==> config.mk <==
export PLATFORM = sky130hd
export DESIGN_NAME = fetch_stage
export DESIGN_NICKNAME = d
export VERILOG_FILES = /design/src/rtl/fetch_stage.sv
export SDC_FILE = /design/constraint.sdc
export NUM_CORES = 2
export LEC_CHECK = 0
export BUFFER_PORTS_ARGS = -buffer_cell sky130_fd_sc_hd__clkbuf_2
export CORE_MARGIN = 3
export CORE_UTILIZATION = 50
export DETAILED_ROUTE_END_ITERATION = 7
export GPL_TIMING_DRIVEN = 0
export PLACE_DENSITY_LB_ADDON = 0.12
export SLEW_MARGIN = 25
export SYNTH_ARGS = -nofsm -noshare
export SYNTH_HDL_FRONTEND = slang
export SYNTH_SLANG_ARGS = --single-unit
==> constraint.sdc <==
create_clock -name clock -period 2 [get_ports clock]
set_input_delay 0.4 -clock clock [delete_from_list [all_inputs] [get_ports clock]]
set_output_delay 0.4 -clock clock [all_outputs]
set_load 0.02 [all_outputs]
==> src/rtl/fetch_stage.sv <==
// fetch_stage: registers instruction, PC and valid bit into the IF/ID boundary.
// Handles stall hold, flush bubbles and suppression of the post-reset sentinel PC.
// Optional macro FETCH_STATS_EN adds saturating fetch/bubble counters.
module fetch_stage #(
  parameter int          ADDR_W    = 6,
  parameter int          DEPTH     = 64,
  parameter logic [31:0] NOP_INSTR = 32'h00000013
) (
  input  logic              clock,
  input  logic              reset,
  input  logic [ADDR_W-1:0] pc,
  input  logic              stall,
  input  logic              flush,
  input  logic              load_en,
  input  logic [ADDR_W-1:0] load_addr,
  input  logic [31:0]       load_data,
  output logic [31:0]       instr,
  output logic [ADDR_W-1:0] instr_pc,
  output logic              instr_valid
`ifdef FETCH_STATS_EN
  ,
  output logic [15:0]       fetch_count,
  output logic [15:0]       bubble_count
`endif
);

  // PRIME waits for the sentinel PC to pass; RUN fetches normally
  typedef enum logic {PRIME, RUN} state_e;

  state_e              state_q, state_d;
  logic [31:0]         mem [DEPTH];
  logic [31:0]         rd_data;
  logic [31:0]         instr_q, instr_d;
  logic [ADDR_W-1:0]   instr_pc_q, instr_pc_d;
  logic                instr_valid_q, instr_valid_d;
  logic                capture;

  // Instruction store write port: active in every state and never cleared by reset
  always_ff @(posedge clock) begin
    if (load_en) mem[load_addr] <= load_data;
  end

  assign rd_data = mem[pc];

  // State register
  always_ff @(posedge clock or posedge reset) begin
    if (reset) state_q <= PRIME;
    else       state_q <= state_d;
  end

  // Next state: a load restarts priming, leaving PRIME needs a non-stalled edge
  always_comb begin
    state_d = state_q;
    if (load_en)                         state_d = PRIME;
    else if (state_q == PRIME && !stall) state_d = RUN;
  end

  // Output decision: capture=0 means hold the IF/ID contents; default capture is a bubble
  always_comb begin
    capture       = 1'b0;
    instr_d       = NOP_INSTR;
    instr_pc_d    = pc;
    instr_valid_d = 1'b0;
    if (load_en) begin
      capture = 1'b1;
    end else if (state_q == PRIME) begin
      capture = !stall;
    end else if (flush) begin
      capture = 1'b1;
    end else if (!stall) begin
      capture       = 1'b1;
      instr_d       = rd_data;
      instr_valid_d = 1'b1;
    end
  end

  // IF/ID boundary register, reset to a bubble carrying the sentinel PC
  always_ff @(posedge clock or posedge reset) begin
    if (reset) begin
      instr_q       <= NOP_INSTR;
      instr_pc_q    <= {ADDR_W{1'b1}};
      instr_valid_q <= 1'b0;
    end else if (capture) begin
      instr_q       <= instr_d;
      instr_pc_q    <= instr_pc_d;
      instr_valid_q <= instr_valid_d;
    end
  end

  assign instr       = instr_q;
  assign instr_pc    = instr_pc_q;
  assign instr_valid = instr_valid_q;

`ifdef FETCH_STATS_EN
  logic [15:0] fetch_count_q, fetch_count_d;
  logic [15:0] bubble_count_q, bubble_count_d;

  // Count each capturing edge as a fetch or a bubble; holds count neither; saturate
  always_comb begin
    fetch_count_d  = fetch_count_q;
    bubble_count_d = bubble_count_q;
    if (capture && instr_valid_d && fetch_count_q != 16'hFFFF)
      fetch_count_d = fetch_count_q + 16'd1;
    if (capture && !instr_valid_d && bubble_count_q != 16'hFFFF)
      bubble_count_d = bubble_count_q + 16'd1;
  end

  // Counter registers
  always_ff @(posedge clock or posedge reset) begin
    if (reset) begin
      fetch_count_q  <= 16'd0;
      bubble_count_q <= 16'd0;
    end else begin
      fetch_count_q  <= fetch_count_d;
      bubble_count_q <= bubble_count_d;
    end
  end

  assign fetch_count  = fetch_count_q;
  assign bubble_count = bubble_count_q;
`endif

endmodule

==> run summary <==
• finished with violations — result of the run
• negative setup slack — failing checks
• met5 — highest routed metal layer
• flop — endpoint class of the critical path
• 20.31 mW — net switching power
• 0 — YS warnings
• 88 — number of top-level pins
• 0.414 — proportion of power drawn by the clock network
• 2088 — # clock sinks
• 1.056 — final critical-path share of the clock period
• 0.7844 — share of synthesized area occupied by flip-flops and latches
• true — unrepaired setup endpoints after global routing
• 41012 — vias in the first global route
• 145 — number of placement rows
• 960.6 nW/um^2 — power density of the placed cells
• 3487 — post-synthesis instance total
• input pin to flop — category of the most critical setup path
• 2088 — flop and latch count out of synthesis
• instr[4] — Worst R2R End
• 13 — antenna violations before repair
• 0.3581 — fraction of final layout cells with drive strength greater than 1
• 79690 sq um — total standard cell area after synthesis
• 92.03 mW — Final Power
• 281200 um — total wire length after detailed routing
• 0.01916 — Post-synth ARST share
• input pin to asynchronous set/reset pin — worst hold-check path type
• 0.02057 — compound-cell area share of the yosys netlist
• 26 — number of endpoints failing setup at the final stage
• 87760 sq um — placed instance area
• 0.07 ns — CTS clock-pin slew for the worst setup and hold paths
• 0.3476 — total global-route track usage
• 22.85 sq um — mean post-synth cell area
• 0 — final routed DRC violation total
• 6 — Initial DRT Pass Iterations
• 0 — final hold violation count
• 45.19 um — detailed-route wire length per cell
• 4037 — number of nets in the layout
• 1.085 ns — transition time at the pin with the least slew margin
• 193500 um — detailed placer's ending HPWL
• sky130_fd_sc_hd__edfxtp_1 — area leader, netlist
• 0.7717 — Synth top area share
• 3 — maximum buffer depth of the clock tree
• sky130_fd_sc_hd__edfxtp_1 — prevailing post-synth register cell
• 84 — count of buffers inserted at the top-level ports
• 0.2766 — headroom to the max-slew limit
• 0 — max cap viols
• 0.5066 — effective utilization at floorplan
• 3536 — Synthesized Nets
• 157300 sq um — Core ar.
• 0.6090 — share of the core filled with cells in the final layout
• 405.2 um — Horiz. Die Dim
• 0 — total gr overflow
• 20.22% — area growth from synthesis to layout
• sky130_fd_sc_hd__clkbuf_16 — clock tree root buffer cell
• 0.01864 — post-synthesis simple-gate area fraction
• state_q — Reg2Reg Launch Point
• 65 — maximum number of pins on one net before global-route repair
• 2048 — number of synthesized flops with an enable pin
• 6.954 — detail-routed via count per cell
• 30.58 nW — leakage power total
• -0.1116 ns — smallest setup slack after layout
• 0 — adder-cell share of the synthesized area
• 2.85 ns — data arrival time of the worst path
• 164200 sq um — die area
• 204 — clock buffer count from CTS
• 0 — max-slew violation total from the final report
• -0.10 ns — setup slack on the worst flop-to-flop path
• 0.2207 — switching part of the total power
• multiplexers — largest family of logic cells by synthesized area
• 2.74 ns — required time at the worst-slack endpoint
• 0.0008506 V — Max IR drop VDD
• sky130_fd_sc_hd__edfxtp_1 77%, sky130_fd_sc_hd__mux4_2 15%, sky130_fd_sc_hd__mux2i_1 1.1% — Area contributors post-synth
• 7 — count of cells along the worst register-to-register path
• 37370 um — met3 WL post-DR
• 95800 sq um — final non-filler cell area
• 43281 — via total after detailed routing
• 0.1630 — share of cell area taken by muxes after synthesis
• 10 — crit-path max FO
• 0 — area share of xor/xnor cells in the synthesized design
• 0.85 ns — insertion delay of the later-clocked pin in the worst-skew pair
• 0.02844 ns — Max Clock Skew
• 101100 um — wire length on met1
• 0.8831 — final weighted congestion of routability-driven global placement
• 405.2 um — floorplan die height
• built — CTS tree
• -0.7105 ns — total negative setup slack
• input pin — Worst setup SP type
• 374300 um — first-pass GRT wire length
• 2.112 ns — time the worst path needs with I/O delays and setup
• 0.059 — combinational share of power
• 53 — post-synthesis cell type count
• 128900 um — amount of wire on met2 after detailed routing
• 71.71 mW — internal power
• 7574 — DR iter-0 viols
• 473.6 MHz — Fmax achieved
• 4 — Max H-tree Level
• 0.527 — Sequential Power Share
• 0 — residual antenna-violating net count after detailed routing
## worst max-delay path, stage by stage
cell and delay [ns]:
sky130_fd_sc_hd__clkbuf_2 0.24, sky130_fd_sc_hd__buf_2 0.45, sky130_fd_sc_hd__buf_4 0.39, sky130_fd_sc_hd__buf_4 0.43
sky130_fd_sc_hd__clkbuf_4 0.49, sky130_fd_sc_hd__o221ai_4 0.26, sky130_fd_sc_hd__o211ai_1 0.15
## cell families (layout without fill, tap and decap cells)
| logic type | count (synthesis) | after routing |
|---|---|---|
| simple gates | 341 | 341 |
| mux | 636 | 636 |
| compound gates | 223 | 223 |
| other cells | 0 | 8 |
| buf+inv | 199 | 870 |
| flops | 2088 | 2088 |
## metal layers
layer  GRT usage  up-vias
met1      0.4878    23296
met3     0.09140      600
met2      0.5220     3498
li1            -    15881
met5           0        -
met4      0.1480        6
## cell usage after synthesis, drive strengths merged, types with 5 or more instances
cell type,number
o2111ai,7
a21oi,25
a221o,9
a221oi,9
a31oi,6
mux2,23
buf,140
nor2b,12
nor2,149
mux2i,86
o221ai,19
nand3,28
nor3,13
dfstp,9
edfxtp,2048
a22oi,18
nand2,100
and2,7
a311oi,5
nand2b,14
inv,7
a32oi,9
clkbuf,52
o32ai,11
a211oi,20
mux4,527
o22a,8
dfrtp,31
o21ai,18
o211ai,12
o22ai,35
## metrics by stage
stage                     instances  hold slack (ns)  setup WS (ns)
after floorplan                3487           0.4631        -0.1714
after global placement         5629           0.4444         -2.915
after detailed placement       5811           0.3599         -2.239
after CTS                      6202        0.0009923        -0.1622
after global routing           6218          0.04579        -0.1602
final                          6224          0.04583        -0.1116
## sequential cells by signal, summed over array words and instances, names as in the netlist
| register | flops |
|---|---|
| instr | 32 |
| instr_valid | 1 |
| mem | 2048 |
| state_q | 1 |
| instr_pc | 6 |
## cell type report
cell class | count | area [sq um]
Sequential cell | 2088 | 62520
Clock buffer | 263 | 5430
Clock inverter | 113 | 1097
Tap cell | 2058 | 2575
Timing Repair Buffer | 299 | 4931
Antenna cell | 8 | 20.02
Multi-Input combinational cell | 1200 | 17280
Buffer | 188 | 1914
Fill cell | 10760 | 61500
Inverter | 7 | 31.28
## cell usage in the layout, fill, tap and decap left out, types with 24 or more instances in the layout
| cell | n |
|---|---|
| sky130_fd_sc_hd__edfxtp_1 | 2048 |
| sky130_fd_sc_hd__mux4_2 | 527 |
| sky130_fd_sc_hd__clkbuf_16 | 213 |
| sky130_fd_sc_hd__nand2_1 | 89 |
| sky130_fd_sc_hd__buf_4 | 88 |
| sky130_fd_sc_hd__buf_12 | 88 |
| sky130_fd_sc_hd__buf_16 | 85 |
| sky130_fd_sc_hd__nor2_1 | 82 |
| sky130_fd_sc_hd__mux2i_1 | 68 |
| sky130_fd_sc_hd__buf_6 | 64 |
| sky130_fd_sc_hd__nor2_4 | 63 |
| sky130_fd_sc_hd__clkbuf_2 | 61 |
| sky130_fd_sc_hd__clkbuf_1 | 53 |
| sky130_fd_sc_hd__clkbuf_4 | 45 |
| sky130_fd_sc_hd__clkinv_1 | 43 |
| sky130_fd_sc_hd__clkinv_2 | 37 |
| sky130_fd_sc_hd__o22ai_1 | 34 |
| sky130_fd_sc_hd__buf_8 | 24 |
| sky130_fd_sc_hd__a21oi_1 | 24 |
| sky130_fd_sc_hd__dfrtp_1 | 24 |
## worst max-delay path by stage
stage / start / slack [ns] / endpoint
finish: pc[4] / -0.11 / instr[15]
global route: mem[15][5] / -0.16 / instr[5]
CTS: mem[11][5] / -0.16 / instr[5]
detailed placement: pc[2] / -2.24 / instr[15]
global placement: pc[4] / -2.91 / instr[15]
floorplan: pc[0] / -0.17 / instr[14]
## power groups by stage
stage,Sequential [mW],Combinational [mW],Clock [mW]
5_1_grt,48.5,5.57,39.9
3_3_place_gp,49.4,4.86,0
4_1_cts,48.5,5.29,38.2
3_5_place_dp,49.4,5.08,0
6_report,48.5,5.47,38.1
2_1_floorplan,49.4,2.42,0
## what timing repair did
item | CTS | global route
hold buffers | 3 | 0
endpoints found under the setup margin | 114 | 65
endpoints found under the hold margin | 37 | 0
resized for setup | 248 | 86
setup buffers | 15 | 14
cloned | 0 | 1
pin swaps | 14 | 9
No activity file was read; power rests on OpenSTA's default activity.
